### src/rtl/boxhead_pkg.sv
// Shared PS/2 receiver types and the HID keycodes that the game logic compares against.
// Holds the set-2 to HID translation table used by ps2_keycode_rx.
package boxhead_pkg;

   typedef enum logic [1:0] {
      IDLE   = 2'd0,
      DATA   = 2'd1,
      PARITY = 2'd2,
      STOP   = 2'd3
   } ps2_state_t;

   localparam logic [7:0] PS2_EXT = 8'hE0;
   localparam logic [7:0] PS2_BRK = 8'hF0;

   localparam logic [7:0] HID_W     = 8'h1A;
   localparam logic [7:0] HID_A     = 8'h04;
   localparam logic [7:0] HID_S     = 8'h16;
   localparam logic [7:0] HID_D     = 8'h07;
   localparam logic [7:0] HID_SPACE = 8'h2C;
   localparam logic [7:0] HID_ENTER = 8'h28;
   localparam logic [7:0] HID_UP    = 8'h52;
   localparam logic [7:0] HID_DOWN  = 8'h51;
   localparam logic [7:0] HID_LEFT  = 8'h50;
   localparam logic [7:0] HID_RIGHT = 8'h4F;

   typedef struct packed {
      logic       hit;
      logic [7:0] hid;
   } key_map_t;

   // Arrow keys only match with the E0 prefix; the bare codes are the keypad.
   function automatic key_map_t map_set2(input logic ext, input logic [7:0] code);
      key_map_t m;
      m.hit = 1'b1;
      m.hid = 8'h00;
      case ({ext, code})
         {1'b0, 8'h1D}: m.hid = HID_W;
         {1'b0, 8'h1C}: m.hid = HID_A;
         {1'b0, 8'h1B}: m.hid = HID_S;
         {1'b0, 8'h23}: m.hid = HID_D;
         {1'b0, 8'h29}: m.hid = HID_SPACE;
         {1'b0, 8'h5A}: m.hid = HID_ENTER;
         {1'b1, 8'h75}: m.hid = HID_UP;
         {1'b1, 8'h72}: m.hid = HID_DOWN;
         {1'b1, 8'h6B}: m.hid = HID_LEFT;
         {1'b1, 8'h74}: m.hid = HID_RIGHT;
         default:       m.hit = 1'b0;
      endcase
      return m;
   endfunction

endpackage

### src/rtl/ps2_frame_rx.sv
// PS/2 device-to-host frame receiver: pin synchronisers, falling-edge detect, frame FSM and
// inter-edge timeout. Strobes are combinational and valid in the stop-bit fall cycle.
module ps2_frame_rx
   import boxhead_pkg::*;
#(
   parameter int TIMEOUT_CYC = 10000,
   parameter int SYNC_STAGES = 2
) (
   input  logic       Clk,
   input  logic       Reset,
   input  logic       PS2_CLK,
   input  logic       PS2_DAT,
   output logic [7:0] rx_byte,
   output logic       byte_ok,
   output logic       parity_err,
   output logic       frame_err
);

   localparam int CNT_W = (TIMEOUT_CYC > 1) ? $clog2(TIMEOUT_CYC) : 1;
   localparam logic [CNT_W-1:0] CNT_MAX = CNT_W'(TIMEOUT_CYC - 1);

   logic [SYNC_STAGES-1:0] clk_sync;
   logic [SYNC_STAGES-1:0] dat_sync;
   logic                   sync_clk_prev;
   logic                   sync_clk;
   logic                   sync_dat;
   logic                   fall;
   logic                   timeout;
   logic                   stop_fall;
   logic                   par_ok;

   ps2_state_t       state;
   logic [2:0]       bit_cnt;
   logic [7:0]       sr;
   logic             par;
   logic [CNT_W-1:0] tmo_cnt;

   // NOTE: synchronisers reset to the idle-high pin level so leaving reset never fakes a fall.
   always_ff @(posedge Clk or negedge Reset) begin
      if (!Reset) begin
         clk_sync      <= '1;
         dat_sync      <= '1;
         sync_clk_prev <= 1'b1;
      end else begin
         clk_sync      <= {clk_sync[SYNC_STAGES-2:0], PS2_CLK};
         dat_sync      <= {dat_sync[SYNC_STAGES-2:0], PS2_DAT};
         sync_clk_prev <= sync_clk;
      end
   end

   assign sync_clk  = clk_sync[SYNC_STAGES-1];
   assign sync_dat  = dat_sync[SYNC_STAGES-1];
   assign fall      = sync_clk_prev & ~sync_clk;
   // A fall landing on the expiry cycle takes priority over the timeout.
   assign timeout   = (state != IDLE) && (tmo_cnt == CNT_MAX) && !fall;
   assign stop_fall = fall && (state == STOP);
   assign par_ok    = ^{sr, par};

   always_ff @(posedge Clk or negedge Reset) begin
      if (!Reset) begin
         state   <= IDLE;
         bit_cnt <= 3'd0;
         sr      <= 8'h00;
         par     <= 1'b0;
         tmo_cnt <= '0;
      end else begin
         if (fall || state == IDLE)
            tmo_cnt <= '0;
         else if (tmo_cnt != CNT_MAX)
            tmo_cnt <= tmo_cnt + 1'b1;

         if (timeout) begin
            state <= IDLE;
         end else if (fall) begin
            case (state)
               IDLE: if (!sync_dat) begin
                  state   <= DATA;
                  bit_cnt <= 3'd0;
               end
               DATA: begin
                  sr      <= {sync_dat, sr[7:1]};
                  bit_cnt <= bit_cnt + 1'b1;
                  if (bit_cnt == 3'd7) state <= PARITY;
               end
               PARITY: begin
                  par   <= sync_dat;
                  state <= STOP;
               end
               STOP:    state <= IDLE;
               default: state <= IDLE;
            endcase
         end
      end
   end

   assign rx_byte    = sr;
   assign byte_ok    = stop_fall & sync_dat & par_ok;
   assign parity_err = stop_fall & sync_dat & ~par_ok;
   assign frame_err  = (stop_fall & ~sync_dat) | timeout;

endmodule

### src/rtl/ps2_keycode_rx.sv
// PS/2 keyboard receiver producing the held-key HID keycode from scan code set 2.
// Tracks E0/F0 prefixes and applies the last-make-wins / matching-break-clears rule.
module ps2_keycode_rx
   import boxhead_pkg::*;
#(
   parameter int TIMEOUT_CYC = 10000,
   parameter int SYNC_STAGES = 2
) (
   input  logic       Clk,
   input  logic       Reset,
   input  logic       PS2_CLK,
   input  logic       PS2_DAT,
   output logic [7:0] keycode,
   output logic [7:0] scan_code,
   output logic       scan_valid,
   output logic       parity_err,
   output logic       frame_err
);

   logic [7:0] rx_byte;
   logic       rx_ok;
   logic       rx_perr;
   logic       rx_ferr;
   logic       ext;
   logic       brk;
   key_map_t   key;

   ps2_frame_rx #(
      .TIMEOUT_CYC(TIMEOUT_CYC),
      .SYNC_STAGES(SYNC_STAGES)
   ) u_frame (
      .Clk       (Clk),
      .Reset     (Reset),
      .PS2_CLK   (PS2_CLK),
      .PS2_DAT   (PS2_DAT),
      .rx_byte   (rx_byte),
      .byte_ok   (rx_ok),
      .parity_err(rx_perr),
      .frame_err (rx_ferr)
   );

   assign key = map_set2(ext, rx_byte);

   always_ff @(posedge Clk or negedge Reset) begin
      if (!Reset) begin
         keycode    <= 8'h00;
         scan_code  <= 8'h00;
         scan_valid <= 1'b0;
         parity_err <= 1'b0;
         frame_err  <= 1'b0;
         ext        <= 1'b0;
         brk        <= 1'b0;
      end else begin
         scan_valid <= rx_ok;
         parity_err <= rx_perr;
         frame_err  <= rx_ferr;
         if (rx_perr || rx_ferr) begin
            ext <= 1'b0;
            brk <= 1'b0;
         end else if (rx_ok) begin
            scan_code <= rx_byte;
            if (rx_byte == PS2_EXT) begin
               ext <= 1'b1;
            end else if (rx_byte == PS2_BRK) begin
               brk <= 1'b1;
            end else begin
               if (key.hit) begin
                  if (!brk)
                     keycode <= key.hid;
                  else if (key.hid == keycode)
                     keycode <= 8'h00;
               end
               ext <= 1'b0;
               brk <= 1'b0;
            end
         end
      end
   end

endmodule

### config.mk
export PLATFORM = sky130hd
export DESIGN_NAME = ps2_keycode_rx
export DESIGN_NICKNAME = d
export VERILOG_FILES = /design/src/rtl/boxhead_pkg.sv /design/src/rtl/ps2_frame_rx.sv /design/src/rtl/ps2_keycode_rx.sv
export SDC_FILE = /design/constraint.sdc
export NUM_CORES = 1
export LEC_CHECK = 0
export CAP_MARGIN = 10
export CORE_ASPECT_RATIO = 1.1
export CORE_MARGIN = 2
export CORE_UTILIZATION = 34
export CTS_BUF_LIST = sky130_fd_sc_hd__clkbuf_16
export DETAILED_ROUTE_END_ITERATION = 7
export SLEW_MARGIN = 20
export SYNTH_ARGS = -nofsm -noshare
export SYNTH_HDL_FRONTEND = slang
export SYNTH_SLANG_ARGS = --single-unit
### constraint.sdc
create_clock -name Clk -period 7.2 [get_ports Clk]
set_input_delay 1.08 -clock Clk [delete_from_list [all_inputs] [get_ports Clk]]
set_output_delay 1.08 -clock Clk [all_outputs]
set_load 0.03 [all_outputs]
==> results of run 1 <==
## metal layers
layer | up-vias | routed length (µm) | global-route usage, %
met1 | 995 | 2610 | 16.1
met2 | 31 | 2590 | 20.6
li1 | 1038 | - | -
met5 | - | 0 | 0
met3 | 8 | 194 | 2.80
met4 | 0 | 64 | 4.07
## final timing paths
check	from	slack [ps]	cells after the start	end
worst max-delay path	u_frame.rx_byte[1]	4130	7	keycode[0]
worst min-delay path	u_frame.dat_sync[0]	360	0	u_frame.dat_sync[1]
worst max register to register	u_frame.rx_byte[1]	4130	7	keycode[0]
worst min register to register	u_frame.dat_sync[0]	360	0	u_frame.dat_sync[1]
max in group asynchronous	Reset	5860	2	u_frame.state[0]
min in group asynchronous	Reset	870	2	keycode[2]
## power by group
group,leakage [nW],total (mW),internal (mW),switching [mW]
Combinational,0.701,0.347,0.174,0.173
Clock,0.0680,0.243,0.131,0.112
Sequential,0.693,0.448,0.358,0.0905
Total,1.46,1.04,0.663,0.375
## area by class of cell
class                   instances  share of cell area, %
multi-input cells             217                   44.2
flip-flops and latches         53                   39.8
repair buffers                 22                   6.35
well taps                     111                   4.15
clock buffers                   5                   3.74
inverters                       9                   1.01
clock inverters                 3                  0.784
## cells in the final DEF, fill, tap and decap left out, types with 2 or more instances in the layout
cell             count
a211oi_1             2
a21o_1               2
a21oi_1              9
a22o_1               2
and3_1               4
clkbuf_16            5
clkdlybuf4s50_1     20
clkinvlp_4           2
dfrtp_1             48
dfstp_2              5
ha_1                 7
inv_1                9
mux2_1               3
mux2_2               8
mux2i_1              6
nand2_1             46
nand2b_1             5
nand3_1              8
nand3b_1             4
nand4_1              5
nand4b_1             2
nand4bb_1            2
nor2_1              34
nor2b_1              3
nor3_1               3
nor3b_1              2
nor4_1               2
o21ai_0              6
o22ai_1              3
or3_1                2
or4b_4               2
xnor2_1              7
xor2_1              13
## metrics by stage
| step | hold slack [ps] | utilization (%) | setup slack [ps] | power (mW) |
|---|---|---|---|---|
| after CTS | 358 | 39.8 | 4070 | 1.05 |
| after global routing | 360 | 39.8 | 3830 | 1.12 |
| after global placement | 346 | 38.0 | 4250 | 0.793 |
| after detailed placement | 347 | 38.0 | 4100 | 0.801 |
| final | 356 | 39.8 | 4130 | 1.04 |
| after floorplan | 345 | - | 4880 | 0.738 |
## state kept, by name, indices dropped and copies added, names as in the netlist
register	cells
scan_code	8
u_frame.bit_cnt	3
u_frame.dat_sync	2
ext	1
parity_err	1
u_frame.tmo_cnt	14
u_frame.par	1
scan_valid	1
u_frame.clk_sync	2
u_frame.state	2
frame_err	1
u_frame.rx_byte	8
keycode	7
u_frame.sync_clk_prev	1
brk	1
## logic make-up (layout without fill, tap and decap cells)
group | after synthesis | count (layout) | synth area share (%)
other cells | 1 | 1 | 0.127
compound gates | 34 | 34 | 8.55
mux | 17 | 17 | 6.22
simple gates | 135 | 135 | 24.1
xor+xnor | 23 | 23 | 8.12
flops | 53 | 53 | 45.1
fa+ha+maj | 7 | 7 | 2.96
buf+inv | 25 | 39 | 4.91
==> flow_summary_export.csv, run 1 <==
group,metric,value,unit
clock_network,cts_hold_buf,0,
synthesis,yosys.area.top_type_share,40.6,%
grt,antenna_found_initial,0,
synthesis,ys_top_cells_by_area,"dfrtp_1, nand2_1, dfstp_2, nor2_1, xor2_1",
finish,instances_no_fill,420,
clock_network,cts-resized-gates,0,
clock_network,htree_levels,2,
die,fp.coreArea,8410,µm²
synthesis,synth_most_common_cell,"dfrtp_1",
finish,nFillCells,829,
setup_path,arrival,3300,ps
die,die_x,92.9,µm
timing,setup_viol,0,
route,wl,5460,µm
placed_design,portBuffers,21,
clock_network,cts_made_buffers,5,
synthesis,yosys_register_bits,53,
grt,overflow,0,
timing,tightestPinTransition,776,ps
route,vias,2072,
setup_path,cp_num_buf_inv,1,
timing,hold_viol,0,
timing,finalCritPeriodShare,42.6,%
pwr,leakagePower,1.46,nW
timing,clock_skew,7.37,ps
placed_design,place_area,3200,µm²
synthesis,ys.warnings.count,0,
route,via_per_inst,4.93,
synthesis,ys_async_sr_fraction,100,%
synthesis,netlist_top_cells_count,"dfrtp_1, nand2_1, nor2_1",
route,drcViolationCount,0,
timing,period_minus_slack,3070,ps
route,first_pass_iters,4,
finish,nets,319,
setup_path,cpLargestDelayFamily,"multiplexers",
outcome,status,"completed",
synthesis,synthCells,295,
setup_path,crit_required,7430,ps
pwr,p_per_area,310,nW/µm²
clock_network,postCtsSetupRepairBufs,0,
flow_run,cap_viol_max_count,0,
synthesis,synth_nets,306,
finish,drive_gt1_share,12.3,%
grt,grt_pass1_vias,1995,
route,wl_per_cell,13.0,µm
setup_path,path_cells,"xor2_1 > xnor3_1 > mux2i_1 > inv_1 > o211ai_4 > mux2_1 > nor2_1",
clock_network,clockBufferDepth,2,
setup_path,crit_path_max_fanout,11,
synthesis,synth_flop_cell,"dfrtp_1",
grt,grt_pass1_wl,9430,µm
clock_network,path_clk_slew,70,ps
clock_network,cts_root_buf,"clkbuf_16",
route,postRouteAntennaNets,0,
route,drt-initial-drc-count,88,
setup_path,cpMaxStageDelayCell,"mux2i_1",
die,ios,23,
timing,fmax,0.326,GHz
clock_network,clkLatencyLatePin,300,ps
timing,rsz0062_at_grt,"false",
timing,timing.setup.tns,0,ps
synthesis,avgSynthCellArea,10.0,µm²
synthesis,syn_area,2960,µm²
setup_path,worstSetupPathType,"reg -> reg",
grt,grt_use_total,12.4,%
clock_network,cts_tree,"yes",
min_path,worstHoldPathType,"reg -> reg",
placed_design,dpl.cell_count,412,
placed_design,place.gp.congestion,0.812,
placed_design,dpl.hpwl,3910,µm
synthesis,synth_edf_count,0,
synthesis,ys_types,60,
die,die_h,102,µm
grt,grt_max_degree,54,
finish,syn2layout_area_growth,13.2,%
clock_network,clock_sinks,53,
die,rows,35,
synthesis,yosysTopAreaCell,"dfrtp_1",
finish,antenna_cells,0,
finish,final_area,3350,µm²
die,start_util,35.2,%
timing,slew_headroom,46.8,%
setup_path,cpPeakStageDelay,630,ps
finish,regArea,1330,µm²
pwr,ir_drop,131,µV
finish,multiInputGateArea,1480,µm²
die,dieArea,9460,µm²
synthesis,synth_sequential_area_ratio,45.1,%
setup_path,end_kind,"flip-flop",
timing,slew_viol_final,0,
setup_path,worst_setup_path_start_kind,"flip-flop",
Power figures use the tool's default switching activity.
==> run 2, diff against run 1 <==
==> constraint.sdc (replaced) <==
create_clock -name Clk -period 2.7 [get_ports Clk]
set_input_delay 0.405 -clock Clk [delete_from_list [all_inputs] [get_ports Clk]]
set_output_delay 0.405 -clock Clk [all_outputs]
set_load 0.03 [all_outputs]
==> run 2 against run 1 <==
Routed wire length rose by 2.3%. Maximum frequency rose by 22%. Register-to-register slack got worse by 3900 ps. Clock power rose to 2.6 times the previous value. Global-route usage rose by 0.25 points. Final cell count rose by 2.4%. Combinational power rose to 2.9 times the previous value. Worst setup slack got worse by 3900 ps. Count of clock-buffer cells in the layout did not move.
==> flow_summary_export.csv, run 2 (same netlist as run 1, synthesis figures left out) <==
group,metric,value,unit
pwr,ir_drop,349,µV
finish,regArea,1330,µm²
setup_path,r2r_slack,180,ps
die,start_util,35.2,%
grt,grt_use_total,12.6,%
timing,hold_viol,0,
placed_design,dpl.hpwl,4060,µm
timing,clock_skew,4.78,ps
min_path,worstHoldPathType,"in -> async",
clock_network,cts_hold_buf,0,
setup_path,worstSetupPathType,"reg -> reg",
die,die_h,102,µm
die,ios,23,
grt,grt_pass1_vias,2056,
timing,tightestPinTransition,654,ps
pwr,leakagePower,1.52,nW
finish,regMostFlops,"u_frame.tmo_cnt",
finish,drive_gt1_share,15.4,%
grt,overflow,0,
die,fp.coreArea,8410,µm²
route,vias,2120,
route,first_pass_iters,4,
clock_network,cts_root_buf,"clkbuf_16",
finish,final_core_util,40.7,%
clock_network,htree_levels,2,
die,dieArea,9460,µm²
clock_network,cts_tree,"yes",
placed_design,pre_cts_ws,157,ps
timing,fin_hold_ws,224,ps
pwr,p_per_area,814,nW/µm²
die,rows,35,
finish,instances_no_fill,430,
timing,period_minus_slack,2520,ps
finish,syn2layout_area_growth,15.8,%
setup_path,ff2ff_path_depth,8,
flow_run,cap_viol_max_count,0,
finish,nets,329,
setup_path,worst_setup_path_start_kind,"flip-flop",
finish,largest_register_ffs,14,
clock_network,clkLatencyLatePin,290,ps
clock_network,cts_made_buffers,5,
timing,slew_headroom,56.4,%
finish,layout_commonest_cell,"dfrtp_1",
placed_design,place_area,3270,µm²
outcome,status,"completed",
timing,slew_viol_final,0,
die,die_x,92.9,µm
route,via_per_inst,4.93,
clock_network,clockBufferDepth,2,
timing,worst_slack,184,ps
pwr,p_total,2.79,mW
timing,fmax,0.397,GHz
grt,grt_max_degree,54,
timing,finalCritPeriodShare,93.2,%
finish,nFillCells,853,
setup_path,crit_required,2880,ps
setup_path,arrival,2690,ps
setup_path,crit_path_max_fanout,9,
finish,final_cell_mix,"dfrtp_1, nand2_1, nor2_1",
placed_design,place.gp.congestion,0.858,
placed_design,dpl.cell_count,421,
clock_network,clock_sinks,53,
finish,antenna_cells,0,
timing,timing.setup.tns,0,ps
route,drcViolationCount,0,
finish,multiInputGateArea,1490,µm²
route,wl,5580,µm
finish,final_area,3420,µm²
route,drt-initial-drc-count,86,
setup_path,end_kind,"flip-flop",
timing,setup_viol,0,
placed_design,portBuffers,21,
route,wl_per_cell,13.0,µm
grt,antenna_found_initial,0,
grt,grt_pass1_wl,9600,µm
clock_network,path_clk_slew,70,ps
route,postRouteAntennaNets,0,
## run 2: worst paths after layout
kind,startpoint,endpoint
max,u_frame.rx_byte[7],keycode[4]
min,Reset,keycode[2]
max reg2reg,u_frame.rx_byte[7],keycode[4]
min reg2reg,u_frame.dat_sync[0],u_frame.dat_sync[1]
max in group asynchronous,Reset,u_frame.state[0]
min in group Clk,u_frame.dat_sync[0],u_frame.dat_sync[1]
## run 2: layer usage
metal | GRT usage [%] | part of all wire, %
met4 | 3.96 | 1.0
met3 | 2.51 | 2.5
met1 | 16.9 | 49
met2 | 20.8 | 48
met5 | 0 | 0
## run 2: worst max-delay path, cell delays in order, from the launching register on
cell and delay (ps):
dfrtp_1 470, nand2b_2 290, or4b_4 550, a21boi_0 190, xnor2_1 190, nand4_1 180, nor4_4 300, buf_4 180
nor2_1 50
## run 2: report_power, final
| group | internal, mW | switching (mW) | leakage, nW |
|---|---|---|---|
| registers | 0.955 | 0.205 | 0.693 |
| clock network | 0.341 | 0.282 | 0.0712 |
| logic | 0.498 | 0.507 | 0.753 |
| total | 1.79 | 0.994 | 1.52 |
## run 2: layout make-up
cell class                      count  area share [%]
Clock buffer                        5            3.65
Timing Repair Buffer               32            8.40
Sequential cell                    53            38.9
Tap cell                          111            4.06
Inverter                            9           0.986
Clock inverter                      3           0.512
Multi-Input combinational cell    217            43.5
## run 2: timing repair
item	in CTS	in global routing
resized for setup	0	2
endpoints found under the setup margin	0	5
buffers inserted	0	1
==> run 3, diff against run 2 <==
--- a/config.mk
+++ b/config.mk
@@ -5,6 +5,7 @@
 export SDC_FILE = /design/constraint.sdc
 export NUM_CORES = 1
 export LEC_CHECK = 0
+export ABC_CLOCK_PERIOD_IN_PS = 2200
 export CAP_MARGIN = 10
 export CORE_ASPECT_RATIO = 1.1
 export CORE_MARGIN = 2
==> constraint.sdc (replaced) <==
create_clock -name Clk -period 2.2 [get_ports Clk]
set_input_delay 0.33 -clock Clk [delete_from_list [all_inputs] [get_ports Clk]]
set_output_delay 0.33 -clock Clk [all_outputs]
set_load 0.03 [all_outputs]
==> run 3 against run 2 <==
The run now ends with setup timing left. Via count up 5.4%. First-iteration DRC count down 37%. Maximum frequency up 8.3%. Register-to-register slack worse by 310 ps. Worst setup slack worse by 310 ps. Power rose by 36%. Largest cell class unchanged.
==> flow_summary_export.csv, run 3 (same netlist as run 1, synthesis figures left out) <==
group,metric,value,unit
outcome,status,"finished, violations left",
outcome,failed_checks,"setup timing",
finish,syn2layout_area_growth,27.2,%
setup_path,worstSetupPathType,"reg -> reg",
pwr,leakagePower,1.70,nW
placed_design,pre_cts_ws,-170,ps
route,wl_per_cell,13.2,µm
route,postRouteAntennaNets,0,
die,die_h,102,µm
finish,final_core_util,44.7,%
route,first_pass_iters,4,
setup_path,crit_path_max_fanout,7,
clock_network,cts_hold_buf,0,
timing,fmax,0.430,GHz
timing,slew_viol_final,0,
route,via_per_inst,4.83,
setup_path,end_kind,"flip-flop",
placed_design,dpl.cell_count,453,
grt,overflow,0,
finish,nets,362,
setup_path,worst_setup_path_start_kind,"flip-flop",
clock_network,clock_sinks,53,
timing,clock_skew,7.33,ps
min_path,worstHoldPathType,"in -> async",
clock_network,clockBufferDepth,2,
grt,antenna_found_initial,0,
timing,timing.setup.tns,-806,ps
pwr,clkPwrFrac,20.3,%
die,fp.coreArea,8410,µm²
finish,largest_register_ffs,14,
pwr,ir_drop,569,µV
route,wl,6130,µm
route,drt-initial-drc-count,54,
pwr,p_total,3.79,mW
timing,setup_viol,8,
timing,hold_viol,0,
clock_network,cts_root_buf,"clkbuf_16",
finish,regMostFlops,"u_frame.tmo_cnt",
placed_design,portBuffers,21,
pwr,net-switching-power,1.33,mW
finish,final_area,3760,µm²
setup_path,crit_required,2380,ps
die,die_x,92.9,µm
setup_path,arrival,2500,ps
finish,final_cell_mix,"dfrtp_1, nand2_1, buf_4",
die,dieArea,9460,µm²
setup_path,r2r_slack,-120,ps
pwr,power_frac_comb,44.0,%
route,vias,2235,
clock_network,cts_tree,"yes",
placed_design,dpl.hpwl,4520,µm
clock_network,path_clk_slew,70,ps
finish,instances_no_fill,463,
route,drcViolationCount,0,
timing,rsz0062_at_grt,"true",
die,rows,35,
die,start_util,35.2,%
clock_network,cts_made_buffers,5,
grt,grt_pass1_vias,2224,
finish,antenna_cells,0,
placed_design,place_area,3520,µm²
flow_run,cap_viol_max_count,0,
clock_network,clkLatencyLatePin,290,ps
pwr,p_sw_share,35.0,%
clock_network,htree_levels,2,
die,ios,23,
timing,finalCritPeriodShare,106,%
finish,drive_gt1_share,25.9,%
pwr,seqPwrFrac,35.7,%
finish,nFillCells,810,
grt,grt_use_total,13.9,%
pwr,cell_internal_pwr,2.46,mW
grt,grt_max_degree,54,
finish,layout_commonest_cell,"dfrtp_1",
timing,worst_slack,-124,ps
timing,period_minus_slack,2320,ps
placed_design,place.gp.congestion,0.836,
pwr,p_per_area,1010,nW/µm²
grt,grt_pass1_wl,10500,µm
timing,fin_hold_ws,6.35,ps
[run 3: worst max-delay path, stage by stage (launching register included)]
cell and delay (ps):
dfrtp_1 410, or4b_4 560, a2111oi_4 360, nor3_2 110
xnor2_2 140, nand3_2 110, nor4_4 270, buf_4 190
nor2_1 50
[run 3: final cells by class]
type                       instances  area [µm²]  area share, %
clock inverter                     3        16.3          0.432
multi-input combinational        217        1570           41.6
clock buffer                       5         125           3.33
timing repair buffer              65         548           14.6
tap                              111         139           3.69
sequential                        53        1330           35.5
inverter                           9        33.8          0.898
[run 3: path summary, 6_finish.rpt]
path                                startpoint  cells past startpoint             endpoint
setup / recovery                           ext                      8           keycode[0]
hold / removal                           Reset                      2           keycode[2]
setup reg to reg                           ext                      8           keycode[0]
hold reg to reg            u_frame.dat_sync[0]                      0  u_frame.dat_sync[1]
max in group asynchronous                Reset                      2  u_frame.dat_sync[1]
min in group Clk           u_frame.dat_sync[0]                      0  u_frame.dat_sync[1]
[run 3: routing by layer]
metal | up-vias | routed length [µm] | global-route usage (%)
met5 | - | 0 | 0
met4 | 0 | 50 | 3.05
met3 | 4 | 135 | 2.88
met2 | 23 | 3270 | 25.7
met1 | 1096 | 2680 | 16.6
li1 | 1112 | - | -
[run 3: power by group through the flow]
| stage | Clock (mW) | Combinational (mW) | Sequential, mW |
|---|---|---|---|
| global placement | 0 | 1.57 | 1.36 |
| detailed placement | 0 | 1.59 | 1.37 |
| finish | 0.769 | 1.67 | 1.35 |
| global route | 0.834 | 1.82 | 1.38 |
| floorplan | 0 | 1.03 | 1.38 |
| CTS | 0.793 | 1.66 | 1.36 |
[run 3: repair_timing]
item / 4_1_cts / 5_1_grt
endpoints found under the hold margin: 0 / 0
gates resized for setup: 12 / 4
pin swaps: 8 / 4
endpoints found under the setup margin: 9 / 9
buffers inserted: 1 / 1
